==> config.mk <==
export PLATFORM = sky130hd
export DESIGN_NAME = act_mem_streamer_flat
export DESIGN_NICKNAME = d
export VERILOG_FILES = /design/src/rtl/dnn_pkg.sv /design/src/rtl/act_mem_streamer_if.sv /design/src/rtl/act_mem_streamer_raster_counter.sv /design/src/rtl/act_mem_streamer.sv /design/src/flat_wrapper.sv
export SDC_FILE = /design/constraint.sdc
export NUM_CORES = 1
export LEC_CHECK = 0
export CORE_ASPECT_RATIO = 0.75
export CORE_MARGIN = 5
export CORE_UTILIZATION = 50
export CTS_CLUSTER_DIAMETER = 200
export DETAILED_ROUTE_END_ITERATION = 10
export PLACE_DENSITY = 0.85
export SKIP_LAST_GASP = 1
export SYNTH_ARGS = -nofsm -noshare
export SYNTH_HDL_FRONTEND = slang
export SYNTH_SLANG_ARGS = --single-unit
==> constraint.sdc <==
create_clock -name clk -period 5.5 [get_ports clk]
set_input_delay 1.1 -clock clk [delete_from_list [all_inputs] [get_ports clk]]
set_output_delay 1.1 -clock clk [all_outputs]
set_load 0.02 [all_outputs]
==> src/rtl/dnn_pkg.sv <==
// Shared types and constants for the activation-memory datapath blocks.
package dnn_pkg;

    localparam int IDX_W             = 16;
    localparam int DEFAULT_DATA_SIZE = 64;

    typedef enum logic [1:0] {
        ST_IDLE  = 2'd0,
        ST_RUN   = 2'd1,
        ST_DRAIN = 2'd2
    } state_e;

endpackage

==> src/rtl/act_mem_streamer_if.sv <==
// Valid/ready word stream with a last flag, as produced by act_mem_streamer.
interface act_stream_if #(
    parameter int DATA_SIZE = dnn_pkg::DEFAULT_DATA_SIZE
);

    logic [DATA_SIZE-1:0] out_data;
    logic                 out_valid;
    logic                 out_ready;
    logic                 out_last;

    modport master (
        output out_data,
        output out_valid,
        output out_last,
        input  out_ready
    );

    modport slave (
        input  out_data,
        input  out_valid,
        input  out_last,
        output out_ready
    );

endinterface

==> src/rtl/act_mem_streamer_raster_counter.sv <==
// Nested x/y/entry raster counter: x fastest, entry pointer wraps modulo ENTRY_NUM.
module raster_counter
    import dnn_pkg::*;
#(
    parameter int ENTRY_NUM = 16,
    parameter int SPAN      = 1
) (
    input  logic             clk,
    input  logic             rst_n,
    input  logic             i_load,
    input  logic [IDX_W-1:0] i_base,
    input  logic             i_adv,
    output logic [IDX_W-1:0] o_entry,
    output logic [IDX_W-1:0] o_y,
    output logic [IDX_W-1:0] o_x,
    output logic             o_tile_last
);

    localparam logic [IDX_W-1:0] ONE       = IDX_W'(1);
    localparam logic [IDX_W-1:0] LAST_POS  = IDX_W'(SPAN - 1);
    localparam logic [IDX_W-1:0] ENTRY_LIM = IDX_W'(ENTRY_NUM);

    logic [IDX_W-1:0] r_entry;
    logic [IDX_W-1:0] r_y;
    logic [IDX_W-1:0] r_x;
    logic [IDX_W-1:0] w_entryInc;
    logic [IDX_W-1:0] w_entryNext;

    assign w_entryInc  = r_entry + ONE;
    assign w_entryNext = (w_entryInc == ENTRY_LIM) ? '0 : w_entryInc;

    always_ff @(posedge clk or negedge rst_n) begin
        if (!rst_n) begin
            r_entry <= '0;
            r_y     <= '0;
            r_x     <= '0;
        end else if (i_load) begin
            r_entry <= i_base;
            r_y     <= '0;
            r_x     <= '0;
        end else if (i_adv) begin
            if (r_x == LAST_POS) begin
                r_x <= '0;
                if (r_y == LAST_POS) begin
                    r_y     <= '0;
                    r_entry <= w_entryNext;
                end else begin
                    r_y <= r_y + ONE;
                end
            end else begin
                r_x <= r_x + ONE;
            end
        end
    end

    assign o_entry     = r_entry;
    assign o_y         = r_y;
    assign o_x         = r_x;
    assign o_tile_last = (r_x == LAST_POS) && (r_y == LAST_POS);

endmodule

==> src/rtl/act_mem_streamer.sv <==
// Sequential activation-memory reader streaming num_entries tiles in raster order.
// Optional zero-pad ring per tile enabled by defining ACT_STREAM_PAD_EN.
module act_mem_streamer
    import dnn_pkg::*;
#(
    parameter int ENTRY_NUM = 16,
    parameter int DIM       = 1,
    parameter int DATA_SIZE = DEFAULT_DATA_SIZE,
    parameter int PAD       = 1
) (
    input  logic                 clk,
    input  logic                 rst_n,
    input  logic                 start,
    input  logic [IDX_W-1:0]     base_entry,
    input  logic [IDX_W-1:0]     num_entries,
    input  logic                 abort,
    output logic [IDX_W-1:0]     read_index_entry,
    output logic [IDX_W-1:0]     read_index_y,
    output logic [IDX_W-1:0]     read_index_x,
    input  logic [DATA_SIZE-1:0] mem_data,
    act_stream_if.master         out_s,
    output logic                 busy,
    output logic                 done
);

`ifdef ACT_STREAM_PAD_EN
    localparam int PAD_ON = 1;
`else
    localparam int PAD_ON = 0;
`endif
    localparam int SPAN = DIM + 2 * PAD * PAD_ON;
    localparam logic [IDX_W-1:0] ONE = IDX_W'(1);

    state_e               r_state;
    logic [IDX_W-1:0]     r_remaining;
    logic [DATA_SIZE-1:0] r_outData;
    logic                 r_outValid;
    logic                 r_outLast;
    logic                 r_busy;
    logic                 r_done;

    logic                 w_load;
    logic                 w_adv;
    logic                 w_tileLast;
    logic                 w_final;
    logic [IDX_W-1:0]     w_entry;
    logic [IDX_W-1:0]     w_y;
    logic [IDX_W-1:0]     w_x;
    logic [DATA_SIZE-1:0] w_wordIn;

    // abort outranks both a new start and the advance condition
    assign w_load  = (r_state == ST_IDLE) && start && !abort;
    assign w_adv   = (r_state == ST_RUN) && !abort && (!r_outValid || out_s.out_ready);
    assign w_final = w_tileLast && (r_remaining == ONE);

    raster_counter #(
        .ENTRY_NUM (ENTRY_NUM),
        .SPAN      (SPAN)
    ) u_raster (
        .clk         (clk),
        .rst_n       (rst_n),
        .i_load      (w_load),
        .i_base      (base_entry),
        .i_adv       (w_adv),
        .o_entry     (w_entry),
        .o_y         (w_y),
        .o_x         (w_x),
        .o_tile_last (w_tileLast)
    );

`ifdef ACT_STREAM_PAD_EN
    localparam logic [IDX_W-1:0] PAD_L = IDX_W'(PAD);
    localparam logic [IDX_W-1:0] HI_L  = IDX_W'(DIM + PAD);

    logic w_padY;
    logic w_padX;

    // Ring positions read index 0 and substitute a zero word
    assign w_padY           = (w_y < PAD_L) || (w_y >= HI_L);
    assign w_padX           = (w_x < PAD_L) || (w_x >= HI_L);
    assign read_index_entry = w_entry;
    assign read_index_y     = w_padY ? '0 : (w_y - PAD_L);
    assign read_index_x     = w_padX ? '0 : (w_x - PAD_L);
    assign w_wordIn         = (w_padY || w_padX) ? '0 : mem_data;
`else
    assign read_index_entry = w_entry;
    assign read_index_y     = w_y;
    assign read_index_x     = w_x;
    assign w_wordIn         = mem_data;
`endif

    always_ff @(posedge clk or negedge rst_n) begin
        if (!rst_n) begin
            r_state     <= ST_IDLE;
            r_remaining <= '0;
            r_outData   <= '0;
            r_outValid  <= 1'b0;
            r_outLast   <= 1'b0;
            r_busy      <= 1'b0;
            r_done      <= 1'b0;
        end else begin
            r_done <= 1'b0;
            case (r_state)
                ST_IDLE: begin
                    if (w_load) begin
                        r_remaining <= num_entries;
                        if (num_entries == '0) begin
                            r_done <= 1'b1;
                        end else begin
                            r_state <= ST_RUN;
                            r_busy  <= 1'b1;
                        end
                    end
                end
                ST_RUN: begin
                    if (abort) begin
                        r_state    <= ST_IDLE;
                        r_outValid <= 1'b0;
                        r_outLast  <= 1'b0;
                        r_busy     <= 1'b0;
                    end else if (w_adv) begin
                        r_outData  <= w_wordIn;
                        r_outValid <= 1'b1;
                        if (w_tileLast) begin
                            r_remaining <= r_remaining - ONE;
                        end
                        if (w_final) begin
                            r_outLast <= 1'b1;
                            r_state   <= ST_DRAIN;
                        end
                    end
                end
                ST_DRAIN: begin
                    if (abort) begin
                        r_state    <= ST_IDLE;
                        r_outValid <= 1'b0;
                        r_outLast  <= 1'b0;
                        r_busy     <= 1'b0;
                    end else if (r_outValid && out_s.out_ready) begin
                        r_state    <= ST_IDLE;
                        r_outValid <= 1'b0;
                        r_outLast  <= 1'b0;
                        r_busy     <= 1'b0;
                        r_done     <= 1'b1;
                    end
                end
                default: begin
                    r_state    <= ST_IDLE;
                    r_outValid <= 1'b0;
                    r_outLast  <= 1'b0;
                    r_busy     <= 1'b0;
                end
            endcase
        end
    end

    assign out_s.out_data  = r_outData;
    assign out_s.out_valid = r_outValid;
    assign out_s.out_last  = r_outLast;
    assign busy            = r_busy;
    assign done            = r_done;

endmodule

==> src/flat_wrapper.sv <==
// flat-port wrapper written by rule: the top's interface ports become plain ports
module act_mem_streamer_flat import dnn_pkg::*;
#(
    parameter int ENTRY_NUM = 16,
    parameter int DIM       = 1,
    parameter int DATA_SIZE = DEFAULT_DATA_SIZE,
    parameter int PAD       = 1
)
  (clk, rst_n, start, base_entry, num_entries, abort, read_index_entry, read_index_y, read_index_x, mem_data, busy, done, out_s_out_data, out_s_out_valid, out_s_out_last, out_s_out_ready);
  act_stream_if #(.DATA_SIZE(DATA_SIZE)) out_s_i ();
  input  logic clk;
  input  logic rst_n;
  input  logic start;
  input  logic [IDX_W-1:0] base_entry;
  input  logic [IDX_W-1:0] num_entries;
  input  logic abort;
  output logic [IDX_W-1:0] read_index_entry;
  output logic [IDX_W-1:0] read_index_y;
  output logic [IDX_W-1:0] read_index_x;
  input  logic [DATA_SIZE-1:0] mem_data;
  output logic busy;
  output logic done;
  output wire logic [$bits(out_s_i.out_data)-1:0] out_s_out_data;
  output wire logic [$bits(out_s_i.out_valid)-1:0] out_s_out_valid;
  output wire logic [$bits(out_s_i.out_last)-1:0] out_s_out_last;
  input wire logic [$bits(out_s_i.out_ready)-1:0] out_s_out_ready;
  assign out_s_out_data = out_s_i.out_data;
  assign out_s_out_valid = out_s_i.out_valid;
  assign out_s_out_last = out_s_i.out_last;
  assign out_s_i.out_ready = out_s_out_ready;
  act_mem_streamer #(.ENTRY_NUM(ENTRY_NUM), .DIM(DIM), .DATA_SIZE(DATA_SIZE), .PAD(PAD)) u_core (.clk(clk), .rst_n(rst_n), .start(start), .base_entry(base_entry), .num_entries(num_entries), .abort(abort), .read_index_entry(read_index_entry), .read_index_y(read_index_y), .read_index_x(read_index_x), .mem_data(mem_data), .out_s(out_s_i), .busy(busy), .done(done));
endmodule
* Yosys cells after proc, flatten, opt, wreduce, memory -nomap -nowiden
Index checks and enable logic that the tools add are counted.
** Storage, ports and cells
- Flip-flop bits (word level) :: 134
- Logic and storage cells :: 98
** Cells by class
- $add $sub $neg :: 4
- Eq/ne operators :: 13
- Mux-type cells :: 43
- Bitwise operators :: 2
- Reductions and logical operators :: 26
** Operator list (number)
- $mux W16 :: 16
- $add A16 B1 Y16 const B :: 3
- $logic_not A16 Y1 :: 3
- $pmux W16 S2 :: 1
- $eq A16 B1 Y1 const B :: 1
- $eq A16 B5 Y1 const B :: 1
- $sub A16 B1 Y16 const B :: 1
- $mux W1 :: 14
- $mux W2 :: 7
- $ne A2 B2 Y1 const B :: 5
- $reduce_and A5 Y1 :: 2
- $pmux W1 S3 :: 3
- $reduce_and A3 Y1 :: 3
- $reduce_and A4 Y1 :: 2
- $reduce_bool A2 Y1 :: 4
- $logic_and A1 B1 Y1 :: 7
- $ne A3 B2 Y1 const B :: 2
- $pmux W2 S3 :: 1
- $ne A3 B3 Y1 const B :: 1
- $eq A2 B1 Y1 const B :: 1
- $eq A2 B2 Y1 const B :: 1
- $logic_not A1 Y1 :: 2
- $logic_not A2 Y1 :: 1
- $ne A2 B1 Y1 const B :: 1
- 4 further kinds :: 5

* Longest topological paths before layout
- Depth after elaboration :: 7
- Mapped depth :: 9

* Hierarchy
From an unflattened synthesis, not the netlist that was laid out.
** Unflattened totals
- Cells, all modules :: 646
- Area total of the unflattened synthesis :: 6751.5 µm²
** By module, submodules not included
- act_mem_streamer :: instances 1, cells an instance 300, area each 3771.1 µm²
- raster_counter :: instances 1, cells an instance 346, area each 2980.4 µm²

* Least setup slack after synthesis
Ideal clock, no wire load.
- Path type :: input port to flip-flop
- Start :: input abort
- End :: register u_core.u_raster.r_entry[7], in the netlist u_core.u_raster.o_entry[7]
- Arrival time :: 2433 ps
- Required time :: 5375 ps
- Setup slack :: 2942 ps
- Stages on the path :: 6
- Cells stage by stage :: clkbuf_1 > nor4b_1 > buf_2 > nor2_1 > o21ai_0 > o21ai_1
** On the way
- Word-level cells in the longest chain between the ends :: 5
- Elaborated cells on any way between the ends :: 9
- Those cells by class :: mux: 1; reduce/logical: 8
** Ends and longest elaborated chain
- from (decl) :: RTL line flat_wrapper.sv:16 : input logic abort;
- $logic_not A1 Y1 (*) :: RTL line act_mem_streamer.sv:52, act_mem_streamer.sv:53
- $logic_and A1 B1 Y1 (2 in series) :: RTL line act_mem_streamer.sv:53 : assign w_adv = (r_state == ST_RUN) && !abort && (!r_outValid || out_s.out_ready);
- $reduce_bool A2 Y1 (no source line)
- $reduce_and A3 Y1 (no source line)
- to (signal assigned) :: RTL line act_mem_streamer_raster_counter.sv:38 : r_entry <= i_base;
- to (signal assigned) :: RTL line act_mem_streamer_raster_counter.sv:46 : r_entry <= w_entryNext;
- to (decl) :: RTL line act_mem_streamer_raster_counter.sv:23 : logic [IDX_W-1:0] r_entry;
Mark *: on every way between the ends. The rest lies on a longest branch, timed or not.
A chain may end at the register's enable or synchronous reset.

* Worst setup path in the final report
- Start :: input out_s_out_ready
- End :: register u_core.r_remaining[0]
** On the way
- Word-level cells in the longest chain between the ends :: 4
** Ends and longest elaborated chain
- from (decl) :: RTL line flat_wrapper.sv:26 : input wire logic [$bits(out_s_i.out_ready)-1:0] out_s_out_ready;
- $logic_or A1 B1 Y1 :: RTL line act_mem_streamer.sv:53
- $logic_and A1 B1 Y1 :: RTL line act_mem_streamer.sv:53
- $ne A2 B2 Y1 (no source line)
- $reduce_and A5 Y1 (no source line)
- to (signal assigned) :: RTL line act_mem_streamer.sv:106 : r_remaining <= num_entries;
- to (signal assigned) :: RTL line act_mem_streamer.sv:125 : r_remaining <= r_remaining - ONE;
- to (decl) :: RTL line act_mem_streamer.sv:35 : logic [IDX_W-1:0] r_remaining;
No other way between the ends.

==> metrics <==
post-cts hold buffer count=0; grt total ovfl=0; EDFF count, synth=0; largest delay contributor family on the critical path=buffers and inverters; synth unique cells=between 50 and 60; Setup violations, final=0; Hold Crit Class=reg -> reg; clock-pin slew on the worst setup and hold paths=0.06 ns; Leak=4.12 nW; RSZ-0062 raised after global routing=false; Final Max Slew Viols=0; mapped cell area=6620 sq um; H-tree levels=4; leading area contributor after synthesis=dfrtp_1; total power=4.91 mW; Seq/Total Area, Yosys=50.7%; WP buf/inv=3; Cells after Synth=between 700 and 800; Port Buffers=216; Total Wirelength=19.8 mm; most frequent cell after synthesis=nand2_1; Startpoint Class=input port; WP data arrival=3.68 ns; min cycle time layout=approximately 3.4 ns; fmax=295 MHz; CP Max Fanout=67; worst endpoint required time=roughly 5.8 ns; Main synth FF type=dfrtp_1; CTS tree=done; Routed Antenna Nets=0; Commonest cells post-synth=nand2_1 (240), dfrtp_1 (134), o21ai_0 (69); Total Neg Setup Slack=0 ns; leading post-synthesis cells by cell area=dfrtp_1 (51%), nand2_1 (14%), o21ai_0 (5.2%), a21oi_1 (3.3%), nor2_1 (2.9%); 1st-iter DRT viols=a little under 600; Syn. warnings=0; Final Hold Vio Count=0; synthesized area per cell=8.38 sq um; asr flop ratio synth=100%; Final Util=73.2%; CP most frequent cell=buf_4; ANT cells=0; Max IR drop VDD=0.339 mV; Setup Skew=0.0121 ns; Die X=143 microns; Tot GR Track Use=~25%; Cell Rows=36; Power Dens Cells=517 nW/um^2; Critical Path Sink Type=flip-flop; largest net degree at the start of global routing=79; first-pass GRT wire length=31.4 mm; Yosys top cell area share=roughly half; headroom to the max-slew limit=44.7%; Setup WS post-layout=2.11 ns; post-route DRC violation count=0; CP peak stage delay=0.55 ns; IO Count=217; Hold Slack=0.472 ns; Post-CTS Resized=0; Area Growth Syn to Fin=43.5%; crit path kind=in -> reg; Setup Fix Bufs, Post-CTS=0; die height=110 microns; vias in the first global route=approximately 6000; Die Footprint=15700 sq um; Starting Density=51.0%; clk sinks=134; DRT Pass-1 Iters=5; drt wl/cell=~17 microns; Root Driver=clkbuf_16; HPWL after DPL=13.9 mm; vias=6578; Via-to-Cell Ratio=5.60; Bufs on Longest Clock Path=2; Place WS=1.74 ns; status=complete, no violations; GP Congestion=0.919; critical-path cell list=clkdlybuf4s50_1 > nor2b_1 > or3_2 > buf_4 > o31a_1 > buf_4 > nor3_1 > a21oi_1 > nand2_1; Synth Net Count=898; fraction of layout cells with a size suffix above 1=under 10%; Synth Register Bits=134; Max-cap violations=0; latest clock arrival within the worst-skew pair=0.41 ns; total CTS buffers=17; net count reported at finish=1098; Worst Tran Pin Value=0.828 ns; core box area=roughly 13000 sq um; final period utilization=61.6%; slowest library cell on the worst path=buf_4; initial antenna violation count=0
worst register-to-register path: cells and delay by family, from the launching register on:
family | cells | cell delay (ns)
compound gates | 4 | 1.36
simple gates | 2 | 0.83
flops | 1 | 0.61
flip-flops by register name (all words and copies together), names as in the netlist:
name / flops
u_core.busy: 1
u_core.done: 1
u_core.out_s.out_data: 64
u_core.out_s.out_last: 1
u_core.out_s.out_valid: 1
u_core.r_remaining: 16
u_core.r_state: 2
u_core.u_raster.o_entry: 16
u_core.u_raster.o_x: 16
u_core.u_raster.o_y: 16
per-stage QoR:
step / area, sq um / instances
3_5_place_dp: 8890 / 1142
2_1_floorplan: 6620 / 790
3_3_place_gp: 8890 / 1142
6_report: 9500 / 1174
5_1_grt: 9500 / 1174
4_1_cts: 9500 / 1174
final timing paths:
path	start	to	slack, ns	cells past startpoint
max reg2reg	u_core.r_state[0]$_DFFE_PN0P_	u_core.r_remaining[13]$_DFFE_PN0P_	2.58	6
min	u_core.out_s.out_data[49]$_DFFE_PN0P_	u_core.out_s.out_data[49]$_DFFE_PN0P_	0.47	2
min reg2reg	u_core.out_s.out_data[49]$_DFFE_PN0P_	u_core.out_s.out_data[49]$_DFFE_PN0P_	0.47	2
min in group asynchronous	rst_n	u_core.u_raster.o_entry[8]$_DFFE_PN0P_	0.70	1
max	out_s_out_ready	u_core.r_remaining[0]$_DFFE_PN0P_	2.11	9
max in group asynchronous	rst_n	u_core.out_s.out_data[54]$_DFFE_PN0P_	3.57	2
placed cells by master (no fill, tap or decap), types with 9 or more instances in the layout:
cell type	count
nand4_1	20
nor3_1	16
a21oi_1	44
dfrtp_1	134
nand2_1	240
xor2_1	9
clkbuf_16	17
nor4_1	15
inv_1	15
nand3_1	25
clkdlybuf4s50_1	215
o21ai_0	68
nor2_1	52
layer usage:
| layer | share of wire, % | wire, microns | vias up | global-route usage [%] |
|---|---|---|---|---|
| li1 | - | - | 3132 | - |
| met1 | 44 | 8660 | 3099 | 35.2 |
| met2 | 45 | 8840 | 326 | 37.6 |
| met3 | 10 | 2070 | 21 | 8.91 |
| met4 | 1.3 | 248 | 0 | 6.11 |
| met5 | 0 | 0 | - | 0 |
layout make-up:
cell class / instances / area, sq um
fill: 995 / 3480
sequential: 134 / 3350
tap: 171 / 214
clock inverter: 14 / 175
timing repair buffer: 223 / 2220
clock buffer: 18 / 429
inverter: 15 / 56.3
multi-input combinational: 599 / 3050
power by group:
part / switching [mW] / total (mW) / internal (mW)
logic: 1.18 / 2.07 / 0.887
clock network: 0.450 / 1.17 / 0.718
registers: 0.339 / 1.67 / 1.33
cell families (layout without fill, tap and decap cells):
group	after synthesis	count (layout)	share of synthesized area, %
simple gates	407	407	27.1
compound gates	167	167	15.0
flops	134	134	50.7
buf+inv	57	270	3.42
xor+xnor	15	15	1.98
fa+ha+maj	7	7	1.32
mux	3	3	0.473
(Power assumes the default switching activity.)
